--- src/rtl/hazard_stall_controller_if.sv ---
// Decode-side bundle between the pipeline and hazard_stall_controller.
// master drives decode/execute status; slave is the controller producing stall and flush strobes.
interface hazard_stall_controller_if #(
  parameter int CNT_W = 16
);
  logic             id_valid;
  logic [4:0]       id_rs1;
  logic [4:0]       id_rs2;
  logic             id_uses_rs1;
  logic             id_uses_rs2;
  logic [4:0]       id_rd;
  logic             id_reg_write;
  logic             id_branch;
  logic             ex_resolve_valid;
  logic             ex_taken;
  logic             stall_if_out;
  logic             stall_id_out;
  logic             bubble_ex_out;
  logic             flush_if_out;
  logic [31:0]      pending_mask_out;
  logic             state_out;
  logic             error_out;
  logic [CNT_W-1:0] stall_count_out;

  modport master (
    output id_valid, id_rs1, id_rs2, id_uses_rs1, id_uses_rs2, id_rd,
           id_reg_write, id_branch, ex_resolve_valid, ex_taken,
    input  stall_if_out, stall_id_out, bubble_ex_out, flush_if_out,
           pending_mask_out, state_out, error_out, stall_count_out
  );

  modport slave (
    input  id_valid, id_rs1, id_rs2, id_uses_rs1, id_uses_rs2, id_rd,
           id_reg_write, id_branch, ex_resolve_valid, ex_taken,
    output stall_if_out, stall_id_out, bubble_ex_out, flush_if_out,
           pending_mask_out, state_out, error_out, stall_count_out
  );
endinterface

--- src/rtl/hazard_stall_controller.sv ---
// Central hazard scheduler beside decode: RAW scoreboard without forwarding, branch hold
// until execute resolves, and the stall/bubble/flush strobes for fetch and decode.
module hazard_stall_controller #(
  parameter int WB_DEPTH       = 3,
  parameter int BRANCH_TIMEOUT = 8,
  parameter int CNT_W          = 16
) (
  input logic                      clk,
  input logic                      rst,
  hazard_stall_controller_if.slave bus
);
  localparam int TO_W = $clog2(BRANCH_TIMEOUT + 1);
  localparam logic [TO_W-1:0] TO_LAST = TO_W'(BRANCH_TIMEOUT - 1);

  typedef enum logic {
    ST_RUN         = 1'b0,
    ST_BRANCH_WAIT = 1'b1
  } state_e;

  state_e            state_q, state_d;
  logic [TO_W-1:0]   to_cnt_q, to_cnt_d;
  logic              error_q, error_d;
  logic [CNT_W-1:0]  stall_cnt_q, stall_cnt_d;
  logic [WB_DEPTH-1:0] slot_vld_q, slot_vld_d;
  logic [4:0]        slot_rd_q [WB_DEPTH];
  logic [4:0]        slot_rd_d [WB_DEPTH];

  logic [31:0] pending_mask;
  logic        match_rs1, match_rs2;
  logic        hazard, accept, stall_id, in_wait;

  // Slots never hold x0, so the mask doubles as the match table; x0 is still excluded explicitly.
  always_comb begin
    pending_mask = '0;
    for (int i = 0; i < WB_DEPTH; i++) begin
      if (slot_vld_q[i]) pending_mask[slot_rd_q[i]] = 1'b1;
    end
  end

  always_comb begin
    match_rs1 = (bus.id_rs1 != 5'd0) && pending_mask[bus.id_rs1];
    match_rs2 = (bus.id_rs2 != 5'd0) && pending_mask[bus.id_rs2];
    hazard    = bus.id_valid && ((bus.id_uses_rs1 && match_rs1) ||
                                 (bus.id_uses_rs2 && match_rs2));
    in_wait   = (state_q == ST_BRANCH_WAIT);
    accept    = bus.id_valid && !in_wait && !hazard;
    stall_id  = bus.id_valid && !accept;
  end

  // Writers advance one slot per cycle regardless of stalls; the last slot retires into the regfile.
  always_comb begin
    slot_vld_d    = '0;
    slot_vld_d[0] = accept && bus.id_reg_write && (bus.id_rd != 5'd0);
    slot_rd_d[0]  = bus.id_rd;
    for (int i = 1; i < WB_DEPTH; i++) begin
      slot_vld_d[i] = slot_vld_q[i-1];
      slot_rd_d[i]  = slot_rd_q[i-1];
    end
  end

  always_comb begin
    state_d     = state_q;
    to_cnt_d    = to_cnt_q;
    error_d     = error_q;
    stall_cnt_d = stall_cnt_q;
    if (stall_id && (stall_cnt_q != '1)) stall_cnt_d = stall_cnt_q + CNT_W'(1);
    case (state_q)
      ST_RUN: begin
        // A resolve with nothing outstanding is a protocol violation, not a control event.
        if (bus.ex_resolve_valid) error_d = 1'b1;
        if (accept && bus.id_branch) begin
          state_d  = ST_BRANCH_WAIT;
          to_cnt_d = '0;
        end
      end
      ST_BRANCH_WAIT: begin
        if (bus.ex_resolve_valid) begin
          state_d  = ST_RUN;
          to_cnt_d = '0;
        end else if (to_cnt_q == TO_LAST) begin
          state_d  = ST_RUN;
          to_cnt_d = '0;
          error_d  = 1'b1;
        end else begin
          to_cnt_d = to_cnt_q + TO_W'(1);
        end
      end
      default: begin
        state_d  = ST_RUN;
        to_cnt_d = '0;
      end
    endcase
  end

  always_ff @(posedge clk or posedge rst) begin
    if (rst) begin
      state_q     <= ST_RUN;
      to_cnt_q    <= '0;
      error_q     <= 1'b0;
      stall_cnt_q <= '0;
      slot_vld_q  <= '0;
      for (int i = 0; i < WB_DEPTH; i++) slot_rd_q[i] <= 5'd0;
    end else begin
      state_q     <= state_d;
      to_cnt_q    <= to_cnt_d;
      error_q     <= error_d;
      stall_cnt_q <= stall_cnt_d;
      slot_vld_q  <= slot_vld_d;
      for (int i = 0; i < WB_DEPTH; i++) slot_rd_q[i] <= slot_rd_d[i];
    end
  end

  assign bus.stall_id_out     = stall_id;
  assign bus.bubble_ex_out    = !accept;
  assign bus.stall_if_out     = stall_id || in_wait;
  assign bus.flush_if_out     = in_wait && bus.ex_resolve_valid && bus.ex_taken;
  assign bus.pending_mask_out = pending_mask;
  assign bus.state_out        = state_q;
  assign bus.error_out        = error_q;
  assign bus.stall_count_out  = stall_cnt_q;
endmodule

--- src/flat_wrapper.sv ---
// flat-port wrapper written by rule: the top's interface ports become plain ports
module hazard_stall_controller_flat 
#(
  parameter int WB_DEPTH       = 3,
  parameter int BRANCH_TIMEOUT = 8,
  parameter int CNT_W          = 16
)
  (clk, rst, bus_id_valid, bus_id_rs1, bus_id_rs2, bus_id_uses_rs1, bus_id_uses_rs2, bus_id_rd, bus_id_reg_write, bus_id_branch, bus_ex_resolve_valid, bus_ex_taken, bus_stall_if_out, bus_stall_id_out, bus_bubble_ex_out, bus_flush_if_out, bus_pending_mask_out, bus_state_out, bus_error_out, bus_stall_count_out);
  hazard_stall_controller_if #(.CNT_W(CNT_W)) bus_i ();
  input logic clk;
  input logic rst;
  input wire logic [$bits(bus_i.id_valid)-1:0] bus_id_valid;
  input wire logic [$bits(bus_i.id_rs1)-1:0] bus_id_rs1;
  input wire logic [$bits(bus_i.id_rs2)-1:0] bus_id_rs2;
  input wire logic [$bits(bus_i.id_uses_rs1)-1:0] bus_id_uses_rs1;
  input wire logic [$bits(bus_i.id_uses_rs2)-1:0] bus_id_uses_rs2;
  input wire logic [$bits(bus_i.id_rd)-1:0] bus_id_rd;
  input wire logic [$bits(bus_i.id_reg_write)-1:0] bus_id_reg_write;
  input wire logic [$bits(bus_i.id_branch)-1:0] bus_id_branch;
  input wire logic [$bits(bus_i.ex_resolve_valid)-1:0] bus_ex_resolve_valid;
  input wire logic [$bits(bus_i.ex_taken)-1:0] bus_ex_taken;
  output wire logic [$bits(bus_i.stall_if_out)-1:0] bus_stall_if_out;
  output wire logic [$bits(bus_i.stall_id_out)-1:0] bus_stall_id_out;
  output wire logic [$bits(bus_i.bubble_ex_out)-1:0] bus_bubble_ex_out;
  output wire logic [$bits(bus_i.flush_if_out)-1:0] bus_flush_if_out;
  output wire logic [$bits(bus_i.pending_mask_out)-1:0] bus_pending_mask_out;
  output wire logic [$bits(bus_i.state_out)-1:0] bus_state_out;
  output wire logic [$bits(bus_i.error_out)-1:0] bus_error_out;
  output wire logic [$bits(bus_i.stall_count_out)-1:0] bus_stall_count_out;
  assign bus_i.id_valid = bus_id_valid;
  assign bus_i.id_rs1 = bus_id_rs1;
  assign bus_i.id_rs2 = bus_id_rs2;
  assign bus_i.id_uses_rs1 = bus_id_uses_rs1;
  assign bus_i.id_uses_rs2 = bus_id_uses_rs2;
  assign bus_i.id_rd = bus_id_rd;
  assign bus_i.id_reg_write = bus_id_reg_write;
  assign bus_i.id_branch = bus_id_branch;
  assign bus_i.ex_resolve_valid = bus_ex_resolve_valid;
  assign bus_i.ex_taken = bus_ex_taken;
  assign bus_stall_if_out = bus_i.stall_if_out;
  assign bus_stall_id_out = bus_i.stall_id_out;
  assign bus_bubble_ex_out = bus_i.bubble_ex_out;
  assign bus_flush_if_out = bus_i.flush_if_out;
  assign bus_pending_mask_out = bus_i.pending_mask_out;
  assign bus_state_out = bus_i.state_out;
  assign bus_error_out = bus_i.error_out;
  assign bus_stall_count_out = bus_i.stall_count_out;
  hazard_stall_controller #(.WB_DEPTH(WB_DEPTH), .BRANCH_TIMEOUT(BRANCH_TIMEOUT), .CNT_W(CNT_W)) u_core (.clk(clk), .rst(rst), .bus(bus_i));
endmodule
--- config.mk ---
export PLATFORM = sky130hd
export DESIGN_NAME = hazard_stall_controller_flat
export DESIGN_NICKNAME = d
export VERILOG_FILES = /design/src/rtl/hazard_stall_controller_if.sv /design/src/rtl/hazard_stall_controller.sv /design/src/flat_wrapper.sv
export SDC_FILE = /design/constraint.sdc
export NUM_CORES = 1
export LEC_CHECK = 0
export BUFFER_PORTS_ARGS = -buffer_cell sky130_fd_sc_hd__buf_4
export CAP_MARGIN = 40
export CORE_ASPECT_RATIO = 1.5
export CORE_MARGIN = 2
export CORE_UTILIZATION = 38
export DETAILED_ROUTE_END_ITERATION = 16
export REMOVE_ABC_BUFFERS = 1
export SLEW_MARGIN = 25
export SYNTH_ARGS = -nofsm -noshare
export SYNTH_HDL_FRONTEND = slang
export SYNTH_SLANG_ARGS = --single-unit
--- constraint.sdc ---
create_clock -name clk -period 2.76 [get_ports clk]
set_clock_uncertainty 0.15 [all_clocks]
set_input_delay 0.414 -clock clk [delete_from_list [all_inputs] [get_ports clk]]
set_output_delay 0.414 -clock clk [all_outputs]
set_load 0.05 [all_outputs]
==> flow_metrics.tcl <==
set metrics [dict create \
    startpoint_type "register" \
    crit_required_ns 2.20 \
    cts.clk_slew.worst_paths_ns 0.07 \
    rrSetupSlack_ns -0.58 \
    port_buffers 77 \
    cts_tree "built" \
    cp.arrival_ns 2.95 \
    root_buffer "clkbuf_16" \
    fillers 635 \
    synthArstFlopShare_pct 100 \
    dr.pass1.iters 5 \
    ys_types 70 \
    finalCriticalPeriod_ns 3.51 \
    p_leak_uw 0.00277 \
    synth_flop_cell "dfrtp_1" \
    antennaDiodeCount 0 \
    violations "setup timing" \
    endpoint_kind "output pin" \
    die-width_um 78.8 \
    core_region_area_mm2 0.00806 \
    stdcell_area_mm2 0.00584 \
    netlist_area_mm2 0.00319 \
    grt_usage_pct 30.7 \
    vias 4201 \
    drc 0 \
    clkSinkCount 40 \
    synth.yosys.seq_area_share_pct 31.4 \
    postPlaceCellArea_mm2 0.00485 \
    peakVddDrop_mv 0.673 \
    drive_above_1_share_pct 55.1 \
    ys_warn_count 0 \
    worstMarginPinSlew_ns 0.703 \
    cts_hold_buf 0 \
    drt-total-wl_um 14100 \
    dieHeight_um 116 \
    worst-path-max-fanout 5 \
    post-route-util_pct 72.4 \
    synthCells 389 \
    grt_max_degree 41 \
    status "complete, but fails checks" \
    layout_setup_ws_ns -0.749 \
    place_ws_ns -0.724 \
    place.gp.congestion 0.942 \
    synth_edf_count 0 \
    num_rows 40 \
    fmax_ghz 0.285 \
    overflow 0 \
    maxCapViolations 0 \
    min-delay-path-class "input port to async pin" \
    cts_max_path_buffers 2 \
    finalCritPeriodShare_pct 127 \
    cts-htree-levels 2 \
    ios 78 \
    first_iter_violations 179 \
    drv_slew 0 \
    worst-setup-path-type "register to output pin" \
    clk_latency_ns 0.29 \
    cts_buffers 5 \
    start_util_pct 39.6 \
    post_drt_wl_per_cell_um 19.4 \
    hold_violations 0 \
    rsz0062_at_grt "true" \
    ant_nets 0 \
    grt_first_pass_wirelength_um 21400 \
    nNetsFinal 647 \
    synth-seq-cells 40 \
    hold_slack_ns 0.0856 \
    grt_pass1_vias 4162 \
    setup_violations 25 \
    synth.avg_cell_area_um2 8.20 \
    hpwl_um 10600 \
    die-area_mm2 0.00916 \
    area_growth_pct 82.9 \
    antenna_found_initial 0 \
    max_slew_margin_pct 53.0 \
    avgViaCountPerCell 5.78 \
    power_density_mw_per_mm2 419 \
]
cell type report:
| cell class | instances | area, µm² | share of cell area, % |
|---|---|---|---|
| Clock buffer | 5 | 125 | 2.14 |
| Clock inverter | 3 | 46.3 | 0.793 |
| Inverter | 14 | 52.6 | 0.900 |
| Multi-Input combinational cell | 320 | 2570 | 44.1 |
| Sequential cell | 40 | 1010 | 17.4 |
| Tap cell | 105 | 131 | 2.25 |
| Timing Repair Buffer | 240 | 1900 | 32.5 |
worst max-delay path: stages (launching register included):
cell and delay, ns:
dfrtp_1 0.42, buf_4 0.17, and4bb_2 0.26, a22oi_1 0.37, a32oi_1 0.15, o21ai_1 0.12
nor4b_2 0.06, o31a_1 0.34, nor4_4 0.43, nand2_2 0.14, buf_8 0.17
cell usage after synthesis (2+ instances only):
master	count	share of area, %
o221ai_1	3	0.82
a22o_1	2	0.55
a21oi_1	7	1.1
nand2b_1	12	2.4
nand3_1	9	1.4
nand4b_1	5	1.4
o221a_2	2	0.71
and3_1	8	1.6
buf_2	2	0.31
o22ai_1	14	2.7
nand2_1	47	5.5
o211ai_1	2	0.47
mux2_1	2	0.71
o21ai_1	3	0.47
o21a_1	2	0.47
and2_1	3	0.59
o41ai_1	3	0.82
xnor2_1	2	0.55
inv_1	14	1.6
nor2_1	34	4.0
nor4b_1	7	1.9
a22oi_1	12	2.8
nand4_1	8	1.6
ha_1	2	0.78
a311oi_1	3	0.82
and4bb_2	5	2.0
xor2_1	12	3.3
a211oi_1	5	1.2
dfrtp_1	40	31
or2_2	8	1.6
a32oi_1	7	1.9
nor2b_1	11	2.2
a211o_1	2	0.55
nand4bb_1	2	0.71
nor4_1	9	1.8
nor3_1	17	2.7
and4b_1	4	1.3
clkbuf_1	12	1.4
o21ai_0	13	2.0
o21bai_1	4	0.94
registers in the layout, summed over array words and instances, names as in the netlist:
signal / cells
u_core.slot_rd_q: 5
u_core.bus.state_out: 1
u_core.bus.error_out: 1
u_core.slot_rd_d: 10
u_core.slot_vld_q: 3
u_core.to_cnt_q: 4
u_core.bus.stall_count_out: 16
power breakdown:
group / switching (µW) / internal, µW
Sequential: 79.3 / 654
Clock: 251 / 430
Combinational: 605 / 426
final timing paths:
path | startpoint | to | cells past startpoint
worst max-delay path | u_core.slot_rd_d[8]$_DFF_PP0_ | bus_bubble_ex_out | 10
worst min-delay path | rst | u_core.bus.stall_count_out[14]$_DFFE_PP0P_ | 3
max in group asynchronous | rst | u_core.slot_rd_d[7]$_DFF_PP0_ | 3
worst min register to register | u_core.slot_rd_d[4]$_DFF_PP0_ | u_core.slot_rd_q[4]$_DFF_PP0_ | 0
min in group clk | bus_id_rd[1] | u_core.slot_rd_d[6]$_DFF_PP0_ | 1
worst max register to register | u_core.slot_rd_d[1]$_DFF_PP0_ | u_core.bus.stall_count_out[14]$_DFFE_PP0P_ | 13
cell families after synthesis:
family | count (synthesis) | share of synthesized area (%)
AOI/OAI and AO/OA | 100 | 22.9
and+or+nand+nor | 200 | 35.8
muxes | 4 | 1.76
xor gates and xnor gates | 14 | 3.84
adders and majority gates | 2 | 0.784
DFF | 40 | 31.4
buffers and inverters | 29 | 3.61
per-stage QoR:
stage / setup TNS, ns / power (µW) / instances
floorplan: -35.01 / 1160 / 374
global placement: -12.00 / 1540 / 688
detailed placement: -12.76 / 1550 / 688
CTS: -10.26 / 2350 / 710
global route: -15.20 / 2540 / 727
finish: -12.42 / 2440 / 727
layer usage:
| layer | vias to the layer above | share of wire, % | GRT usage [%] |
|---|---|---|---|
| li1 | 1960 | - | - |
| met1 | 2001 | 36 | 31.7 |
| met2 | 184 | 53 | 60.2 |
| met3 | 56 | 4.4 | 2.63 |
| met4 | 0 | 5.9 | 16.9 |
| met5 | - | 0 | 0 |
timing repair:
item	CTS	global route
setup endpoints to repair	26	25
setup buffers	17	18
pin swaps	40	28
resized for setup	75	47
cell usage in the layout, fill, tap and decap left out, types with 11 or more instances in the layout:
cell type,Yosys,layout
nand2b_1,12,11
o21ai_0,13,11
nor3_1,17,11
dfrtp_1,40,30
buf_4,1,219
xor2_1,12,12
inv_1,14,14
buf_6,0,17
nand2_1,47,44
nor2_1,34,31
Power figures use the tool's default switching activity.
